$ cat src/rtl/fpu_addsub_arbiter.sv
// rtl/fpu_addsub_arbiter.sv - round-robin sharing of one combinational FPU add/sub among NUM_REQ clients
// Optional FPU_ARB_STATS_EN adds saturating completed-op and overflow counters.
module fpu_addsub_arbiter #(
  parameter int NUM_REQ = 4,
  parameter int FPU_LAT = 1,
  parameter int ID_W    = 2
) (
  input  logic                  clk,
  input  logic                  rst,
  input  logic [NUM_REQ-1:0]    req_valid,
  output logic [NUM_REQ-1:0]    req_ready,
  input  logic [32*NUM_REQ-1:0] req_a,
  input  logic [32*NUM_REQ-1:0] req_b,
  input  logic [NUM_REQ-1:0]    req_op,
  output logic [31:0]           fpu_a,
  output logic [31:0]           fpu_b,
  output logic                  fpu_add_sub,
  input  logic [31:0]           fpu_result,
  input  logic                  fpu_overflow,
  output logic                  rsp_valid,
  input  logic                  rsp_ready,
  output logic [ID_W-1:0]       rsp_id,
  output logic [31:0]           rsp_result,
  output logic                  rsp_overflow,
  output logic                  busy,
  output logic [15:0]           stat_ops,
  output logic [15:0]           stat_ovf
);

  typedef enum logic [1:0] {IDLE, EXEC, RESP} state_t;

  state_t              state, state_next;
  logic [ID_W-1:0]     rr_ptr, owner, win_idx, ptr_next;
  logic [3:0]          lat_cnt;
  logic                win_found;
  logic [31:0]         sel_a, sel_b;
  logic                sel_op;
  logic [2*NUM_REQ-1:0] rot;
  int                  scan;

  // Rotate the doubled request vector so bit 0 is the client at rr_ptr.
  always_comb begin
    win_found = 1'b0;
    win_idx   = '0;
    scan      = 0;
    rot       = {req_valid, req_valid} >> rr_ptr;
    for (int i = 0; i < NUM_REQ; i++) begin
      if (!win_found && rot[i]) begin
        win_found = 1'b1;
        scan      = int'(rr_ptr) + i;
        if (scan >= NUM_REQ) scan = scan - NUM_REQ;
        win_idx   = ID_W'(scan);
      end
    end
  end

  always_comb begin
    sel_a     = '0;
    sel_b     = '0;
    sel_op    = 1'b0;
    req_ready = '0;
    for (int j = 0; j < NUM_REQ; j++) begin
      if (ID_W'(j) == win_idx) begin
        sel_a  = req_a[32*j +: 32];
        sel_b  = req_b[32*j +: 32];
        sel_op = req_op[j];
        req_ready[j] = (state == IDLE) && win_found;
      end
    end
  end

  assign ptr_next = (win_idx == ID_W'(NUM_REQ - 1)) ? '0 : win_idx + 1'b1;
  assign busy     = (state != IDLE);

  always_ff @(posedge clk or posedge rst) begin
    if (rst) state <= IDLE;
    else     state <= state_next;
  end

  always_comb begin
    state_next = state;
    case (state)
      IDLE:    if (win_found) state_next = EXEC;
      EXEC:    if (lat_cnt == 4'd0) state_next = RESP;
      RESP:    if (rsp_ready) state_next = IDLE;
      default: state_next = IDLE;
    endcase
  end

  always_ff @(posedge clk or posedge rst) begin
    if (rst) begin
      fpu_a        <= '0;
      fpu_b        <= '0;
      fpu_add_sub  <= 1'b0;
      owner        <= '0;
      rr_ptr       <= '0;
      lat_cnt      <= '0;
      rsp_valid    <= 1'b0;
      rsp_id       <= '0;
      rsp_result   <= '0;
      rsp_overflow <= 1'b0;
    end else begin
      case (state)
        IDLE: if (win_found) begin
          fpu_a       <= sel_a;
          fpu_b       <= sel_b;
          fpu_add_sub <= sel_op;
          owner       <= win_idx;
          rr_ptr      <= ptr_next;
          lat_cnt     <= 4'(FPU_LAT - 1);
        end
        EXEC: if (lat_cnt != 4'd0) begin
          lat_cnt <= lat_cnt - 4'd1;
        end else begin
          rsp_result   <= fpu_result;
          rsp_overflow <= fpu_overflow;
          rsp_id       <= owner;
          rsp_valid    <= 1'b1;
        end
        RESP: if (rsp_ready) rsp_valid <= 1'b0;
        default: ;
      endcase
    end
  end

`ifdef FPU_ARB_STATS_EN
  always_ff @(posedge clk or posedge rst) begin
    if (rst) begin
      stat_ops <= '0;
      stat_ovf <= '0;
    end else if (rsp_valid && rsp_ready) begin
      if (stat_ops != 16'hFFFF) stat_ops <= stat_ops + 16'd1;
      if (rsp_overflow && stat_ovf != 16'hFFFF) stat_ovf <= stat_ovf + 16'd1;
    end
  end
`else
  assign stat_ops = '0;
  assign stat_ovf = '0;
`endif

endmodule

$ cat config.mk
export PLATFORM = sky130hd
export DESIGN_NAME = fpu_addsub_arbiter
export DESIGN_NICKNAME = d
export VERILOG_FILES = /design/src/rtl/fpu_addsub_arbiter.sv
export SDC_FILE = /design/constraint.sdc
export NUM_CORES = 1
export LEC_CHECK = 0
export BUFFER_PORTS_ARGS = -buffer_cell sky130_fd_sc_hd__buf_2
export CAP_MARGIN = 20
export CORE_AREA = 2 2 170 172
export DETAILED_ROUTE_END_ITERATION = 16
export DIE_AREA = 0 0 172 174
export PLACE_DENSITY = 0.57
export SLEW_MARGIN = 20
export SYNTH_ARGS = -nofsm -noshare
export SYNTH_HDL_FRONTEND = slang
export SYNTH_SLANG_ARGS = --single-unit
$ cat constraint.sdc
create_clock -name clk -period 4.5 [get_ports clk]
set_clock_uncertainty 0.15 [all_clocks]
set_input_delay 0.9 -clock clk [delete_from_list [all_inputs] [get_ports clk]]
set_output_delay 0.9 -clock clk [all_outputs]
set_load 0.05 [all_outputs]
Word level (Yosys, flattened, before mapping)
Index checks and enable logic that the tools add are counted.
{"block": "word_totals", "regBits": 111, "out_inout_bits": 138}
{"block": "op_classes", "addsub": 9, "order_cmp": 4, "n_eq_ne": 11, "shift": 1, "mux": 39, "bitwise_logic": 1, "reduce_logical": 19}
{"cell": "$mux W32", "count": 8}
{"cell": "$mux W2", "count": 12}
{"cell": "$mux W1", "count": 14}
{"cell": "$ne A2 B2 Y1 const B", "count": 5}
{"cell": "$ge A3 B3 Y1 const B", "count": 3}
{"cell": "$reduce_and A3 Y1", "count": 3}
{"cell": "$mux W4", "count": 2}
{"cell": "$pmux W4 S2", "count": 1}
{"cell": "$shr A8 B2 Y4", "count": 1}
{"cell": "$sub A2 B1 Y2 const B", "count": 4}
{"cell": "$add A2 B2 Y3 const B", "count": 2}
{"cell": "$pmux W2 S3", "count": 1}
{"cell": "$reduce_bool A2 Y1", "count": 3}
{"cell": "$eq A2 B2 Y1 const A", "count": 2}
{"cell": "$eq A2 B2 Y1 const B", "count": 2}
{"cell": "$logic_and A1 B1 Y1", "count": 4}
{"cell": "$logic_not A2 Y1", "count": 2}
{"cell": "$logic_not A4 Y1", "count": 1}
{"cell": "$reduce_and A2 Y1", "count": 2}
{"cell": "$reduce_bool A4 Y1", "count": 1}
{"cell": "$sub A4 B1 Y4 const B", "count": 1}
{"cell": "$add A2 B1 Y3 const B", "count": 1}
{"cell": "$ge A2 B3 Y1 const B", "count": 1}
{"cell": "$logic_not A1 Y1", "count": 3}
{"cell": "other kinds (5)", "count": 5}

Longest topological paths before layout
Gate-level depths: netlist of the first run.
{"block": "logic_depth", "ltp_word": 16, "depth_mapped": 11}

Worst setup path after synthesis of the first run
Ideal clock, no wire load.
{"block": "synth_timing", "kind": "input port to output port", "from": "input port req_valid[3]", "to": "output port req_ready[2]", "arrival_time_ps": 2958, "required_time_ps": 3450, "path_slack_ps": 492, "stages": 9, "n_path_buf": 4, "cell_sequence": "or4_1 buf_6 nand2_1 or3_1 ha_1 buf_2 buf_2 clkbuf_1 and3_1"}
{"block": "synth_between", "elab_chain_cells": 13, "elab_cells_between_ends": 18, "cone_classes": "1 x eq/ne; 1 x shift; 9 x mux; 7 x reduce/logical"}
{"item": "start, declared", "line": "10", "text": "input logic [NUM_REQ-1:0] req_valid,"}
{"item": "$shr A8 B2 Y4 *", "line": "46", "text": "rot = {req_valid, req_valid} >> rr_ptr;"}
{"item": "$mux W1", "line": "48", "text": "if (!win_found && rot[i]) begin"}
{"item": "$logic_not A1 Y1", "line": "48"}
{"item": "$logic_and A1 B1 Y1", "line": "48"}
{"item": "$mux W1", "line": "48"}
{"item": "$logic_not A1 Y1", "line": "48"}
{"item": "$logic_and A1 B1 Y1", "line": "48"}
{"item": "$mux W1", "line": "48"}
{"item": "$logic_not A1 Y1", "line": "48"}
{"item": "$logic_and A1 B1 Y1", "line": "48"}
{"item": "$mux W2 / $mux W1 (equally long branches)", "line": "48"}
{"item": "$eq A2 B2 Y1 / $logic_and A1 B1 Y1 (equally long branches)", "line": "63, 67"}
{"item": "$mux W1 *", "line": "63", "text": "if (ID_W'(j) == win_idx) begin"}
{"item": "end, declared", "line": "11", "text": "output logic [NUM_REQ-1:0] req_ready,"}
Every way passes the cells marked *; elsewhere a longest branch is shown, timed or not.

Worst setup path after layout of the first run
{"block": "layout_timing", "from": "input port req_valid[1]", "to": "output port req_ready[1]"}
{"block": "layout_between", "elab_chain_cells": 13, "elab_cells_between_ends": 18, "cone_classes": "1 x eq/ne; 1 x shift; 9 x mux; 7 x reduce/logical"}
{"item": "$shr A8 B2 Y4 *", "line": "46"}
{"item": "$mux W1", "line": "48"}
{"item": "$logic_not A1 Y1", "line": "48"}
{"item": "$logic_and A1 B1 Y1", "line": "48"}
{"item": "$mux W1", "line": "48"}
{"item": "$logic_not A1 Y1", "line": "48"}
{"item": "$logic_and A1 B1 Y1", "line": "48"}
{"item": "$mux W1", "line": "48"}
{"item": "$logic_not A1 Y1", "line": "48"}
{"item": "$logic_and A1 B1 Y1", "line": "48"}
{"item": "$mux W2 *", "line": "48"}
{"item": "net win_idx[0]", "line": "33", "text": "logic [ID_W-1:0] rr_ptr, owner, win_idx, ptr_next;"}
{"item": "$eq A1 B2 Y1 *", "line": "63"}
{"item": "$mux W1 *", "line": "63"}
Mark *: on every way through the listed nets, which the timed path passes. The rest lies on a longest branch.

==> results of run 1 <==
[routing by layer]
metal  track usage  part of all wire  vias up
li1              -                 -     3454
met1         0.189              0.39     3475
met2         0.298              0.50      337
met3        0.0373             0.081       35
met4        0.0494             0.025        0
met5             0                 0        -
[worst paths after layout]
check,start,slack (ps),to
worst max-delay path,req_valid[1],890,req_ready[1]
worst min-delay path,rsp_result[6],350,rsp_result[6]
worst max register to register,rr_ptr[1],1250,fpu_a[26]
worst min register to register,rsp_result[6],350,rsp_result[6]
max in group asynchronous,rst,3170,fpu_b[15]
min in group asynchronous,rst,540,rsp_result[14]
[state kept, by name (all words and copies together) (netlist names)]
name / count
fpu_a: 32
fpu_b: 32
rsp_result: 32
lat_cnt: 4
owner: 2
rr_ptr: 2
rsp_id: 2
state: 2
fpu_add_sub: 1
rsp_overflow: 1
rsp_valid: 1
[cell type report]
class | count | area (um2) | share of cell area
multi-input combinational | 516 | 3640 | 0.379
clock inverter | 6 | 62.6 | 0.00650
inverter | 72 | 273 | 0.0283
sequential | 111 | 2780 | 0.288
tap | 384 | 480 | 0.0499
timing repair buffer | 418 | 2160 | 0.225
clock buffer | 10 | 229 | 0.0238
[Yosys cell counts (all sizes together)]
library cell | count | area [um2]
o31ai | 2 | 15.0
o21ai | 9 | 45.0
conb | 1 | 3.75
nor3 | 1 | 5.00
mux2 | 36 | 405
buf | 71 | 485
or2 | 1 | 6.26
nor4 | 1 | 21.3
o31a | 1 | 8.76
nand3b | 65 | 488
or3b | 2 | 17.5
o22ai | 1 | 6.26
a221oi | 1 | 8.76
a31oi | 65 | 407
mux2i | 2 | 20.0
ha | 5 | 62.6
nor2b | 1 | 6.26
nor2 | 4 | 25.0
nand3 | 3 | 15.0
nand2b | 4 | 25.0
nand2 | 70 | 265
or4 | 3 | 22.5
a21oi | 134 | 892
nor3b | 1 | 12.5
inv | 72 | 270
and3 | 4 | 25.0
a221o | 65 | 651
dfrtp | 111 | 2780
or3 | 2 | 12.5
and2b | 1 | 7.51
clkbuf | 37 | 139
[report_power, final]
| group | switching, uW | total (uW) | internal (uW) |
|---|---|---|---|
| Clock | 444 | 839 | 395 |
| Sequential | 333 | 1860 | 1530 |
| Combinational | 3720 | 5410 | 1690 |
[through the flow]
stage | area [um2] | utilization
finish | 9630 | 0.341
global route | 9630 | 0.341
CTS | 9630 | 0.341
detailed placement | 9340 | 0.331
global placement | 9340 | 0.331
floorplan | 7270 | -
[cells by family (layout without fill, tap and decap cells)]
family / count (synthesis) / in the layout / synth area share
AOI/OAI and AO/OA: 278 / 278 / 0.284
adders and majority gates: 5 / 5 / 0.00875
buffers and inverters: 180 / 506 / 0.125
DFF: 111 / 111 / 0.388
muxes: 38 / 38 / 0.0595
other: 1 / 32 / 0.000524
and+or+nand+nor: 163 / 163 / 0.133
==> results.cfg, run 1 <==
[run_status]
status = complete, no violations

[hold_path]
min_path_cells = 1
holdCritPathClass = flip-flop to flip-flop

[clock_tree]
ctsHoldBuffers = 0
cts_buffers = 9
cts_resized = 0
clock_latency_ps = 350
htreeDepth = 3
post_cts_buffers = 0
cts_tree = built
clkSinkCount = 111
clock-root-buffer = clkbuf_16
clockBufferDepth = 2
clkTransAtPathRegs_ps = 90

[critical_path]
cp.depth = 7
cp_slowest_cell = nor3_1
crit_type = input pin to output port
crit_path_start_kind = input pin
critPathMaxFanout = 6
rr_worst_depth = 8
critical_path_arrival_ps = 2560
cp_num_buf_inv = 2
crit_required_ps = 3450
crit_chain = buf_2 -> nand2b_1 -> a21oi_1 -> nor3_1 -> ha_4 -> and3_1 -> buf_2
max_stage_delay_ps = 590
end_kind = output port
cpMostUsedCell = buf_2
crit_family = simple AND/OR/NAND/NOR gates

[die]
ios = 438
num_rows = 62
die_area_um2 = 29900
initial_core_util = 0.253
coreArea_um2 = 28200
die_w_um = 172
die_h_um = 174

[synth]
syn_inst = 776
yosysWarnings = 0
yosysSeqAreaShare = 0.388
synth-seq-cells = 111
synthesis.area_per_instance_um2 = 9.22
yosysUniqueCellTypes = 40
syn_area_um2 = 7150

[routing]
drt-total-wl_um = 25700
drtIter0Drc = 360
first_pass_iters = 4
vias_per_cell = 4.81
vias = 7301
drc = 0
wl_per_cell_um = 16.9
antenna_left = 0

[timing]
fin_tns_setup_ps = 0
worst_pin_slew_ps = 959
post-route-period-util = 0.802
slew_headroom = 0.361
min_period_ps = 3610
fmax_mhz = 277
fin_ws_ps = 889
holdWs_ps = 345
setup_viol = 0
finalHoldViolCount = 0
grt_setup_unrepaired = no
maxSlewViolCount = 0

[finish]
most-common-layout-cells = buf_2, dfrtp_1, a21oi_1
final_cells = 1517
syn_to_final_growth_pct = 34.6
diodes = 0
fin_nets = 1433
drive_gt1_frac = 0.472
fill_cells = 3016
layout_commonest_cell = buf_2

[run]
cap_violations = 0

[grt]
grt_use_total = 0.164
gr-total-overflow = 0
grt_max_degree = 131
grt_pass1_wl_um = 38700
grt_pass1_vias = 7092
antenna_found_initial = 0

[placed_design]
hpwlAfterDp_um = 18400
pre_cts_ws_ps = 701
port_buffers = 405
place.gp.congestion = 0.858
dp_cells = 1501

[pwr]
power_density_nw_per_um2 = 843
leakagePower_uw = 0.00451
ir_worst_vdd_mv = 0.289
finalPower_uw = 8110
Power figures use the tool's default switching activity.
==> run 2: changes to the inputs <==
==> constraint.sdc (replaced) <==
create_clock -name clk -period 3.6 [get_ports clk]
set_clock_uncertainty 0.15 [all_clocks]
set_input_delay 0.72 -clock clk [delete_from_list [all_inputs] [get_ports clk]]
set_output_delay 0.72 -clock clk [all_outputs]
set_load 0.05 [all_outputs]
==> run 2 against run 1 <==
Compared with the run above: die area unchanged; final cell count about the same; worst setup slack got worse by 620 ps; routed wire length increased by 0.45%; power increased by 25%; combinational power increased by 26%; global-route usage increased by 0.11 points; sequential cell count unchanged; non-clock buffer count unchanged; clock power increased by 25%; highest routed layer unchanged.
==> results.cfg, run 2 (synthesis gave the netlist of run 1 again) <==
[finish]
layout_commonest_cell = buf_2
utilization = 0.342
fin_nets = 1433
most-common-layout-cells = buf_2, dfrtp_1, a21oi_1
fill_cells = 3065
multi_input_area_um2 = 3650
drive_gt1_frac = 0.474
largest_registers = fpu_a (32), fpu_b (32), rsp_result (32)
seq_area_um2 = 2780
syn_to_final_growth_pct = 35.2

[die]
ios = 438
num_rows = 62
die_w_um = 172
die_area_um2 = 29900
coreArea_um2 = 28200
die_h_um = 174
initial_core_util = 0.253

[clock_tree]
cts_tree = built
ctsHoldBuffers = 0
cts_resized = 0
cts_buffers = 9
htreeDepth = 3
clock-root-buffer = clkbuf_16
clkSinkCount = 111
post_cts_buffers = 0
clock_latency_ps = 350
clkTransAtPathRegs_ps = 80
clockBufferDepth = 2

[critical_path]
critical_path_arrival_ps = 2460
crit_required_ps = 2730
crit_chain = buf_2 -> nand2b_1 -> a21oi_1 -> nor3_1 -> ha_4 -> and3_1 -> buf_2
crit_path_start_kind = input pin
cp_slowest_cell = nor3_1
cp_num_buf_inv = 2
end_kind = output port
rrSetupSlack_ps = 720
cpMostUsedCell = buf_2
crit_family = simple AND/OR/NAND/NOR gates
max_stage_delay_ps = 620
crit_type = input pin to output port
critPathMaxFanout = 6

[timing]
slew_headroom = 0.400
min_period_ps = 3330
fin_tns_setup_ps = 0
post-route-period-util = 0.926
holdWs_ps = 338
grt_setup_unrepaired = no
fmax_mhz = 300
setup_viol = 0
finalHoldViolCount = 0
maxSlewViolCount = 0
worst_pin_slew_ps = 896

[grt]
grt_use_total = 0.165
grt_pass1_wl_um = 38900
grt_max_degree = 131
grt_pass1_vias = 7210
gr-total-overflow = 0
antenna_found_initial = 1

[pwr]
p_sw_frac = 0.555
power_density_nw_per_um2 = 1050
ir_worst_vdd_mv = 0.427
seqPwrFrac = 0.227
finalPower_uw = 10200
switchingPower_uw = 5640
comb_power_share = 0.670
p_int_uw = 4520
leakagePower_uw = 0.00452
p_clk_frac = 0.103

[routing]
first_pass_iters = 6
drt-total-wl_um = 25800
wl_per_cell_um = 17.0
drtIter0Drc = 330
antenna_left = 0
drc = 0
vias = 7294
vias_per_cell = 4.81

[run]
cap_violations = 0

[placed_design]
place.gp.congestion = 0.786
port_buffers = 405
hpwlAfterDp_um = 18600

[hold_path]
holdCritPathClass = flip-flop to flip-flop

[run_status]
status = complete, no violations
[run 2: metal layers]
layer | share of wire | GRT usage
met1 | 0.40 | 0.190
met2 | 0.49 | 0.293
met3 | 0.084 | 0.0405
met4 | 0.028 | 0.0616
met5 | 0 | 0
[run 2: cell type report]
| class | count | area share |
|---|---|---|
| inverters | 72 | 0.0283 |
| multi-input cells | 516 | 0.377 |
| clock inverters | 7 | 0.00776 |
| repair buffers | 418 | 0.226 |
| clock buffers | 9 | 0.0233 |
| well taps | 384 | 0.0497 |
| diodes | 1 | 0.000259 |
| flip-flops and latches | 111 | 0.287 |
[run 2: final timing paths]
kind                            cells past startpoint            end          from
worst max-delay path                                7   req_ready[1]  req_valid[1]
worst min-delay path                                1      rsp_id[1]     rsp_id[1]
worst min register to register                      1      rsp_id[1]     rsp_id[1]
max in group asynchronous                           3       owner[0]           rst
worst max register to register                      8      fpu_a[16]     rr_ptr[1]
min in group asynchronous                           2  rsp_result[4]           rst
[run 2: per-stage QoR]
step / cell area [um2] / worst slack [ps] / instances
after detailed placement: 9370 / 269 / 1501
after global routing: 9670 / 180 / 1518
after floorplan: 7270 / 65.3 / 807
after CTS: 9670 / 268 / 1517
final: 9670 / 268 / 1518
after global placement: 9370 / 265 / 1501
[run 2: power by group through the flow]
| stage | clock (uW) | combinational [uW] | sequential [uW] |
|---|---|---|---|
| after floorplan | 0 | 3160 | 4360 |
| after global placement | 0 | 6830 | 2320 |
| after detailed placement | 0 | 6860 | 2340 |
| after CTS | 1110 | 6880 | 2310 |
| after global routing | 1150 | 7320 | 2390 |
| final | 1050 | 6800 | 2300 |
==> run 3: changes to the inputs <==
--- a/config.mk
+++ b/config.mk
@@ -7,10 +7,9 @@
 export LEC_CHECK = 0
 export BUFFER_PORTS_ARGS = -buffer_cell sky130_fd_sc_hd__buf_2
 export CAP_MARGIN = 20
-export CORE_AREA = 2 2 170 172
+export CORE_AREA = 2 2 168 170
 export DETAILED_ROUTE_END_ITERATION = 16
-export DIE_AREA = 0 0 172 174
-export PLACE_DENSITY = 0.57
+export DIE_AREA = 0 0 170 172
 export SLEW_MARGIN = 20
 export SYNTH_ARGS = -nofsm -noshare
 export SYNTH_HDL_FRONTEND = slang
==> constraint.sdc (replaced) <==
create_clock -name clk -period 2.8 [get_ports clk]
set_clock_uncertainty 0.15 [all_clocks]
set_input_delay 0.56 -clock clk [delete_from_list [all_inputs] [get_ports clk]]
set_output_delay 0.56 -clock clk [all_outputs]
set_load 0.05 [all_outputs]
==> run 3 against run 2 <==
Compared with the run above: register-to-register slack worse by 520 ps; sequential cell count did not move; combinational power rose by 37%; first-iteration DRC count shrank 8.8%; routed wire length is 0.58% higher; clock power is 38% higher; power rose by 35%; final cell count about the same; worst setup slack worse by 250 ps; die area fell by 2.3%; hold slack lost 100 ps; sequential share of layout area shrank 1.3 points; highest routed layer unchanged.
==> results.cfg, run 3 (synthesis gave the netlist of run 1 again) <==
[critical_path]
crit_path_start_kind = flip-flop
crit_type = flip-flop to output port
critical_path_arrival_ps = 2070
critPathMaxFanout = 5
end_kind = output port
cp_slowest_cell = dfrtp_2
max_stage_delay_ps = 440
crit_chain = mux2i_2 -> nor2_2 -> or3_4 -> ha_4 -> and3_4 -> buf_4
crit_required_ps = 2090

[finish]
fin_nets = 1473
most-common-layout-cells = buf_2, dfrtp_1, a21oi_1
utilization = 0.369
multi_input_area_um2 = 3720
syn_to_final_growth_pct = 41.7
drive_gt1_frac = 0.502
fill_cells = 2810
seq_area_um2 = 2780
final_cells = 1519
largest_registers = fpu_a (32), fpu_b (32), rsp_result (32)
diodes = 0
finalInstanceArea_um2 = 10100
layout_commonest_cell = buf_2

[routing]
antenna_left = 0
drtIter0Drc = 301
vias_per_cell = 4.88
wl_per_cell_um = 17.1
drt-total-wl_um = 26000
vias = 7419
first_pass_iters = 4
drc = 0

[placed_design]
pre_cts_ws_ps = -56.7
dp_cells = 1502
hpwlAfterDp_um = 19600
place.gp.congestion = 0.828
port_buffers = 405
post_dp_cell_area_um2 = 9760

[clock_tree]
htreeDepth = 3
clkSinkCount = 111
clkTransAtPathRegs_ps = 90
cts_tree = built
cts_buffers = 9
clock-root-buffer = clkbuf_16
ctsHoldBuffers = 0
clockBufferDepth = 2
clock_latency_ps = 360

[timing]
finalHoldViolCount = 0
grt_setup_unrepaired = yes
post-route-period-util = 0.994
setup_viol = 0
slew_headroom = 0.412
worst_pin_slew_ps = 882
min_period_ps = 2780
fin_ws_ps = 15.9
fmax_mhz = 359
maxSlewViolCount = 0

[grt]
gr-total-overflow = 0
grt_pass1_vias = 7148
grt_max_degree = 112
grt_pass1_wl_um = 38300
antenna_found_initial = 0
grt_use_total = 0.167

[run_status]
status = complete, no violations

[die]
num_rows = 61
die_w_um = 170
die_area_um2 = 29200
die_h_um = 172
ios = 438
initial_core_util = 0.260
coreArea_um2 = 27500

[pwr]
power_density_nw_per_um2 = 1360
finalPower_uw = 13700
ir_worst_vdd_mv = 0.456
leakagePower_uw = 0.00477

[run]
cap_violations = 0

[hold_path]
holdCritPathClass = input pin to async pin
## run 3: path summary, 6_finish.rpt
kind                                    start  cells after the start             to  slack [ps]
worst max-delay path                rr_ptr[1]                      6   req_ready[0]          20
worst min-delay path                      rst                      3  rsp_result[8]         240
worst max register to register      rr_ptr[1]                      9      fpu_a[27]         200
worst min register to register  rsp_result[2]                      1  rsp_result[2]         340
max in group asynchronous                 rst                      3       fpu_a[9]        1800
min in group clk                    rsp_ready                      2       state[1]         260
## run 3: area by class of cell
cell class	instances	area share
multi-input combinational	516	0.367
timing repair buffer	458	0.257
clock buffer	9	0.0222
inverter	72	0.0270
clock inverter	7	0.00988
sequential	111	0.274
tap	346	0.0427
## run 3: report_power, final
part | switching, uW | internal (uW)
clock | 720 | 728
combinational | 6140 | 3170
sequential | 518 | 2460
total | 7380 | 6360
## run 3: repair_timing
action	in CTS	in global routing
gates cloned	0	0
pin swaps	1	1
resized for setup	11	1
setup endpoints to repair	4	6
buffers inserted	1	0
## run 3: per-layer routing
layer | track usage | vias up | share of wire
met3 | 0.0364 | 20 | 0.066
li1 | - | 3526 | -
met5 | 0 | - | 0
met2 | 0.306 | 308 | 0.50
met1 | 0.200 | 3565 | 0.42
met4 | 0.0383 | 0 | 0.014
## run 3: per-stage QoR
step / TNS [ps] / hold WS, ps
floorplan: -191 / 301
global placement: -292 / 321
detailed placement: -1380 / 325
CTS: 0 / 240
global route: -54.6 / 234
finish: 0 / 236
## run 3: worst max-delay path, delay by kind of cell (launching register included)
family | cells | cell delay [ps]
adders and majority gates | 1 | 200
buffers and inverters | 1 | 180
DFF | 1 | 440
muxes | 1 | 260
and+or+nand+nor | 3 | 640
